--- src/rtl/masked_sbox_arbiter.sv ---
// Arbitrates state and key-schedule bytes onto one masked GF(2^8) inverse pipeline,
// tags each issued byte, steers the result back to its owner and gates the PRNG.
module masked_sbox_arbiter #(
  parameter int NUM_SHARES = 2,
  parameter int LATENCY    = 4
) (
  input  logic                        in_clock,
  input  logic                        in_reset,
  input  logic                        in_st_valid,
  input  logic [3:0]                  in_st_idx,
  input  logic [NUM_SHARES-1:0][7:0]  in_st_data,
  output logic                        out_st_ready,
  input  logic                        in_ks_valid,
  input  logic [1:0]                  in_ks_idx,
  input  logic [NUM_SHARES-1:0][7:0]  in_ks_data,
  output logic                        out_ks_ready,
  output logic [NUM_SHARES-1:0][7:0]  out_inv_in,
  output logic                        out_rand_step,
  input  logic [NUM_SHARES-1:0][7:0]  in_inv_out,
  output logic                        out_st_res_valid,
  output logic [3:0]                  out_st_res_idx,
  output logic                        out_ks_res_valid,
  output logic [1:0]                  out_ks_res_idx,
  output logic [NUM_SHARES-1:0][7:0]  out_res_data,
  output logic                        out_idle
);

  typedef enum logic {
    OWN_ST = 1'b0,
    OWN_KS = 1'b1
  } owner_e;

  typedef struct packed {
    logic       valid;
    owner_e     owner;
    logic [3:0] idx;
  } tag_t;

  owner_e rr_last;
  tag_t   tag_q [LATENCY];
  tag_t   tag_in;
  tag_t   tag_out;
  logic   gnt_st;
  logic   gnt_ks;
  logic   in_flight;

  // Grant depends only on request valids and the registered rr_last.
  always_comb begin
    gnt_st = 1'b0;
    gnt_ks = 1'b0;
    if (!in_reset) begin
      unique case ({in_st_valid, in_ks_valid})
        2'b11: begin
          gnt_st = (rr_last == OWN_KS);
          gnt_ks = (rr_last == OWN_ST);
        end
        2'b10:   gnt_st = 1'b1;
        2'b01:   gnt_ks = 1'b1;
        default: ;
      endcase
    end
  end

  assign out_st_ready = gnt_st;
  assign out_ks_ready = gnt_ks;

  // One-hot select; zero shares when idle so requesters never mix.
  always_comb begin
    out_inv_in = '0;
    tag_in     = '0;
    unique case (1'b1)
      gnt_st: begin
        out_inv_in   = in_st_data;
        tag_in.valid = 1'b1;
        tag_in.owner = OWN_ST;
        tag_in.idx   = in_st_idx;
      end
      gnt_ks: begin
        out_inv_in   = in_ks_data;
        tag_in.valid = 1'b1;
        tag_in.owner = OWN_KS;
        tag_in.idx   = {2'b00, in_ks_idx};
      end
      default: ;
    endcase
  end

  always_ff @(posedge in_clock or posedge in_reset) begin
    if (in_reset) begin
      rr_last <= OWN_KS;
      for (int i = 0; i < LATENCY; i++) begin
        tag_q[i] <= '0;
      end
    end else begin
      tag_q[0] <= tag_in;
      for (int i = 1; i < LATENCY; i++) begin
        tag_q[i] <= tag_q[i-1];
      end
      if (gnt_st) begin
        rr_last <= OWN_ST;
      end else if (gnt_ks) begin
        rr_last <= OWN_KS;
      end
    end
  end

  // The last tag stage marks the output cycle, which draws no randomness.
  always_comb begin
    in_flight = 1'b0;
    for (int i = 0; i < LATENCY - 1; i++) begin
      in_flight = in_flight | tag_q[i].valid;
    end
  end

  assign tag_out = tag_q[LATENCY-1];

  assign out_st_res_valid = tag_out.valid && (tag_out.owner == OWN_ST);
  assign out_ks_res_valid = tag_out.valid && (tag_out.owner == OWN_KS);
  assign out_st_res_idx   = tag_out.idx;
  assign out_ks_res_idx   = tag_out.idx[1:0];
  assign out_res_data     = in_inv_out;

  assign out_rand_step = gnt_st | gnt_ks | in_flight;
  assign out_idle      = !in_flight && !in_st_valid && !in_ks_valid;

endmodule

--- config.mk ---
export PLATFORM = sky130hd
export DESIGN_NAME = masked_sbox_arbiter
export DESIGN_NICKNAME = d
export VERILOG_FILES = /design/src/rtl/masked_sbox_arbiter.sv
export SDC_FILE = /design/constraint.sdc
export NUM_CORES = 1
export LEC_CHECK = 0
export CAP_MARGIN = 20
export CORE_MARGIN = 3
export CORE_UTILIZATION = 35
export DETAILED_ROUTE_END_ITERATION = 10
export GPL_ROUTABILITY_DRIVEN = 1
export PLACE_DENSITY = 0.77
export REMOVE_ABC_BUFFERS = 1
export SLEW_MARGIN = 25
export SYNTH_ARGS = -nofsm -noshare
export SYNTH_HDL_FRONTEND = slang
export SYNTH_SLANG_ARGS = --single-unit
--- constraint.sdc ---
create_clock -name in_clock -period 1.75 [get_ports in_clock]
set_clock_uncertainty 0.2 [all_clocks]
set_input_delay 0.175 -clock in_clock [delete_from_list [all_inputs] [get_ports in_clock]]
set_output_delay 0.175 -clock in_clock [all_outputs]
set_load 0.01 [all_outputs]
; Word-level counts from Yosys, hierarchy flattened
; Index checks and enable logic that the tools add are counted.
[word_totals]
regBits = 25
in_bits = 58
output_inout_bits = 44
word_cells = 38
[classes]
n_eq_ne = 3
mux = 8
n_bitwise = 6
reduce_logical = 8
[ops]
columns = operator, count
row1 = case mux 16 bit (2 select lines), 1
row2 = case mux 6 bit (2 select lines), 1
row3 = "equality test 2 bit, second input constant", 2
row4 = logical AND 1 bit, 4
row5 = two-way mux 1 bit, 4
row6 = OR 1 bit, 4
row7 = case mux 1 bit (2 select lines), 2
row8 = logical NOT 1 bit, 3
row9 = "equality test 2 x 1 -> 1 bit, second input constant", 1
row10 = NOT 1 bit, 2
row11 = nonzero test 2 bit, 1

; Depth between registers and ports, before layout
[depth]
word_depth = 5
depth_mapped = 4
mapped_depth_nobuf = 2

; Least setup slack after synthesis
; OpenSTA, ideal clock, no wires.
[synth_timing]
path_kind = register -> output
startpoint = reg rr_last
endpoint = out out_inv_in[10] (netlist bit)
t_arrival_ns = 1.115
required_ns = 1.375
slack_ns = 0.260
path_stages_with_launch = 4
path_buffers = 1
path_cell_list = dfstp_2 > nor2b_2 > buf_6 > o32ai_1
[synth_lines]
columns = item, line
row1 = start: declaration, 39  ; owner_e rr_last;
row2 = start signal: assignment, 90  ; rr_last <= OWN_KS;
row3 = start signal: assignment, 100  ; rr_last <= OWN_ST;
row4 = start signal: assignment, 102  ; rr_last <= OWN_KS;
row5 = end: declaration, 17  ; output logic [NUM_SHARES-1:0][7:0] out_inv_in,

==> results_tabular.tex <==
\begin{tabular}{lr}
\hline
Metric & Value \\
\hline
\multicolumn{2}{l}{\textbf{Floorplanning}} \\
Die height & 69.9 um \\
Die Span X & 69.9 um \\
Initial cell density of the core & 37.6\% \\
Core footprint & 0.00380 sq mm \\
Area of the die & 0.00489 sq mm \\
Boundary pin count & 102 \\
Standard-cell row count & 22 \\
\multicolumn{2}{l}{\textbf{Setup path}} \\
WS Path Type & register to output port \\
Critical path, cell by cell & nor2b\_2 -> buf\_12 -> o32ai\_2 -> buf\_2 \\
Element type at the critical path start & register \\
Endpoint required time on the critical path & 1370 ps \\
Crit-path slowest cell & sky130\_fd\_sc\_hd\_\_dfstp\_2 \\
Worst-path fanout max & 17 \\
Worst stage delay on the critical path & 560 ps \\
Worst reg-to-reg setup slack & 300 ps \\
CP arrival & 1480 ps \\
Sort of element at the end of the critical path & output port \\
\multicolumn{2}{l}{\textbf{Clock tree}} \\
Root buffer cell & sky130\_fd\_sc\_hd\_\_clkbuf\_8 \\
Insertion delay of the later-clocked pin in the worst-skew pair & 260 ps \\
Buffer levels on the longest clock path & 2 \\
Hold buffers post-CTS & 0 \\
Clock input transition at the sequential cells of the worst setup and hold paths & 80 ps \\
Number of clock buffers inserted by TritonCTS & 3 \\
Maximum level of the CTS H-tree & 1 \\
Clk sinks & 25 \\
CTS tree & done \\
\multicolumn{2}{l}{\textbf{Pwr}} \\
Power per cell area & 661 mW/mm\^{}2 \\
Tot Pwr & 1.41 mW \\
Worst vdd ir & 0.324 mV \\
Leak & 0.911 nW \\
\multicolumn{2}{l}{\textbf{Logic synthesis}} \\
Multiplexer share of the synthesized area & 0\% \\
Cell area after technology mapping & 0.00143 sq mm \\
Fraction of the yosys area taken by sequential cells & 43.8\% \\
Xor and xnor area share after synthesis & 0\% \\
Dominant combinational cell family by area after synthesis & simple AND/OR/NAND/NOR gates \\
Number of synthesized register bits & 25 \\
Gate count of the mapped netlist & 127 \\
Post-Syn Area per Cell & 11.3 sq um \\
Compound-gate portion of the synthesized area & 18.5\% \\
Area share of and/or/nand/nor cells after synthesis & 20.6\% \\
Post-Synth Adder-Cell Area & 0\% \\
Ys Warns & 0 \\
Number of distinct library cells after synthesis & 21 \\
\multicolumn{2}{l}{\textbf{Global route}} \\
Met1 usage & 15.7\% \\
Final global-route overflow total & 0 \\
Number of antenna violations at the first check in global routing & 0 \\
Overall Global Routing Usage & 14.0\% \\
Vias in the first global route & 1219 \\
Largest net degree at the start of global routing & 26 \\
Global routing usage on met3 & 9.35\% \\
Fraction of met2 tracks used by global routing & 21.8\% \\
Highest-utilization routing layer at the global route stage & met2 \\
Wire length of the first global-routing pass & 5.52 mm \\
\multicolumn{2}{l}{\textbf{Detailed routing}} \\
Average routed wire per standard cell & 14.5 um \\
Vias post-DR & 1118 \\
Routed Antenna Nets & 0 \\
First-iteration detailed-routing DRC count & 24 \\
Routed via count divided by cell count & 4.82 \\
Number of iterations in the first detailed-routing pass & 4 \\
Count of unresolved DRC violations after routing & 0 \\
Routed wire length & 3.36 mm \\
\multicolumn{2}{l}{\textbf{Layout}} \\
Share of final-layout standard cells stronger than drive strength 1 & 33.2\% \\
Cell Count, Final, Fillers Out & 232 \\
Growth of design area from synthesis to finish & 49.0\% \\
Final standard cell utilization of the core & 56.1\% \\
Number of fill cells & 311 \\
Ant diodes & 0 \\
Net count, final & 243 \\
\multicolumn{2}{l}{\textbf{Timing}} \\
Number of hold violations in the final report & 0 \\
Setup repair after global routing missed its margin & true \\
Worst-case setup margin in the final layout & -107 ps \\
Setup violation total in the final timing report & 18 \\
Slew at the pin closest to its max-slew limit & 428 ps \\
Max Clock Freq & 539 MHz \\
Final TNS setup & -1420 ps \\
Count of pins over their slew limit & 0 \\
Minimum clock period after layout & 1860 ps \\
Max-slew headroom & 71.5\% \\
Period utilization & 106\% \\
\multicolumn{2}{l}{\textbf{Placement}} \\
Setup slack at placement & -457 ps \\
Cell total after placement & 226 \\
Global placement routability congestion & 0.768 \\
Detailed-placement wirelength estimate & 2.56 mm \\
Number of input and output port buffers inserted & 69 \\
\multicolumn{2}{l}{\textbf{Job}} \\
Maximum capacitance violations & 0 \\
\multicolumn{2}{l}{\textbf{Run status}} \\
Failing checks & negative setup slack \\
Status & complete, but fails checks \\
\multicolumn{2}{l}{\textbf{Worst hold path}} \\
Tightest Hold Check Type & primary input to output port \\
\hline
\end{tabular}
==> Yosys cell counts, drive strengths merged <==
cell    number  area, sq um
dfrtp       24          601
a22o         1         8.76
nor3         1         5.00
buf         28          226
dfstp        1         26.3
clkbuf       3         11.3
nand2b      37          231
and2         2         12.5
o32ai       18          240
o21ai        1         5.00
a21bo        1         10.0
nor2         4         15.0
nor2b        2         15.0
nor3b        2         15.0
inv          2         7.50
==> critical path, delay by kind of cell (launching register included) <==
| family | cells | cell delay (ps) |
|---|---|---|
| flops | 1 | 560 |
| buf+inv | 2 | 340 |
| compound gates | 1 | 260 |
| simple gates | 1 | 60 |
==> layout by cell type, fill, tap and decap left out <==
master / netlist / final
sky130_fd_sc_hd__and2_1: 2 / 2
sky130_fd_sc_hd__buf_4: 23 / 10
sky130_fd_sc_hd__a21bo_4: 0 / 1
sky130_fd_sc_hd__inv_2: 1 / 1
sky130_fd_sc_hd__buf_2: 1 / 18
sky130_fd_sc_hd__buf_16: 0 / 1
sky130_fd_sc_hd__nor3_2: 0 / 1
sky130_fd_sc_hd__buf_6: 3 / 3
sky130_fd_sc_hd__o21ai_1: 0 / 1
sky130_fd_sc_hd__a22o_1: 1 / 1
sky130_fd_sc_hd__dfstp_2: 1 / 1
sky130_fd_sc_hd__nor2_4: 0 / 1
sky130_fd_sc_hd__dfrtp_1: 24 / 24
sky130_fd_sc_hd__nor2_2: 0 / 2
sky130_fd_sc_hd__clkinvlp_4: 0 / 1
sky130_fd_sc_hd__clkbuf_8: 0 / 3
sky130_fd_sc_hd__nor2b_1: 1 / 1
sky130_fd_sc_hd__o32ai_1: 7 / 3
sky130_fd_sc_hd__inv_1: 1 / 1
sky130_fd_sc_hd__o32ai_4: 0 / 1
sky130_fd_sc_hd__nor3b_1: 2 / 2
sky130_fd_sc_hd__buf_12: 0 / 2
sky130_fd_sc_hd__o32ai_2: 11 / 14
sky130_fd_sc_hd__nor2_1: 4 / 1
sky130_fd_sc_hd__nor2b_2: 1 / 1
sky130_fd_sc_hd__nand2b_1: 37 / 37
sky130_fd_sc_hd__clkdlybuf4s50_1: 0 / 48
sky130_fd_sc_hd__dlygate4sd2_1: 0 / 2
==> per-stage QoR <==
| stage | instance area [sq um] | hold WS (ps) |
|---|---|---|
| floorplan | 1190 | 10.3 |
| global placement | 2070 | 131 |
| detailed placement | 2070 | 136 |
| CTS | 2080 | 150 |
| global route | 2130 | 150 |
| finish | 2130 | 150 |
==> final timing paths <==
kind,startpoint,to,cells past startpoint
hold reg to reg,tag_q[6],out_st_res_idx[0],0
setup reg to reg,rr_last,tag_q[18],5
setup / recovery,rr_last,out_inv_in[13],4
max in group asynchronous,in_reset,rr_last,5
hold / removal,in_inv_out[10],out_res_data[10],0
min in group asynchronous,in_reset,tag_q[11],5
==> cell type report <==
cell class / instances / area [sq um] / area share [%]
inverters: 2 / 7.51 / 0.352
well taps: 48 / 60.1 / 2.82
flip-flops and latches: 25 / 627 / 29.4
multi-input cells: 69 / 623 / 29.2
clock inverters: 1 / 7.51 / 0.352
repair buffers: 84 / 764 / 35.9
clock buffers: 3 / 41.3 / 1.94
==> flip-flops by register name, summed over array words and instances, names as in the netlist <==
register,count
tag_q,18
out_st_res_idx,4
rr_last,1
tag_out,2
==> timing repair <==
item	4_1_cts	5_1_grt
setup buffers	1	0
resized for setup	88	10
pin swaps	0	0
endpoints found under the setup margin	20	20
cloned	1	0
==> logic make-up (layout without fill, tap and decap cells) <==
kind of cell,count (synthesis),in the layout
simple gates,48,48
compound gates,21,21
buf+inv,33,90
flops,25,25
==> where the power goes <==
group / switching, mW / leakage (nW) / internal [mW]
combinational: 0.188 / 0.563 / 0.259
clock: 0.167 / 0.0217 / 0.161
sequential: 0.0155 / 0.327 / 0.619
total: 0.370 / 0.911 / 1.04
==> layer usage <==
metal	part of all wire (%)	vias up	wire length, um
li1	-	524	-
met1	38	503	1270
met2	46	87	1560
met3	16	4	522
met4	0.24	0	8
met5	0	-	0
Note: power is estimated with default switching activity, not from simulation.
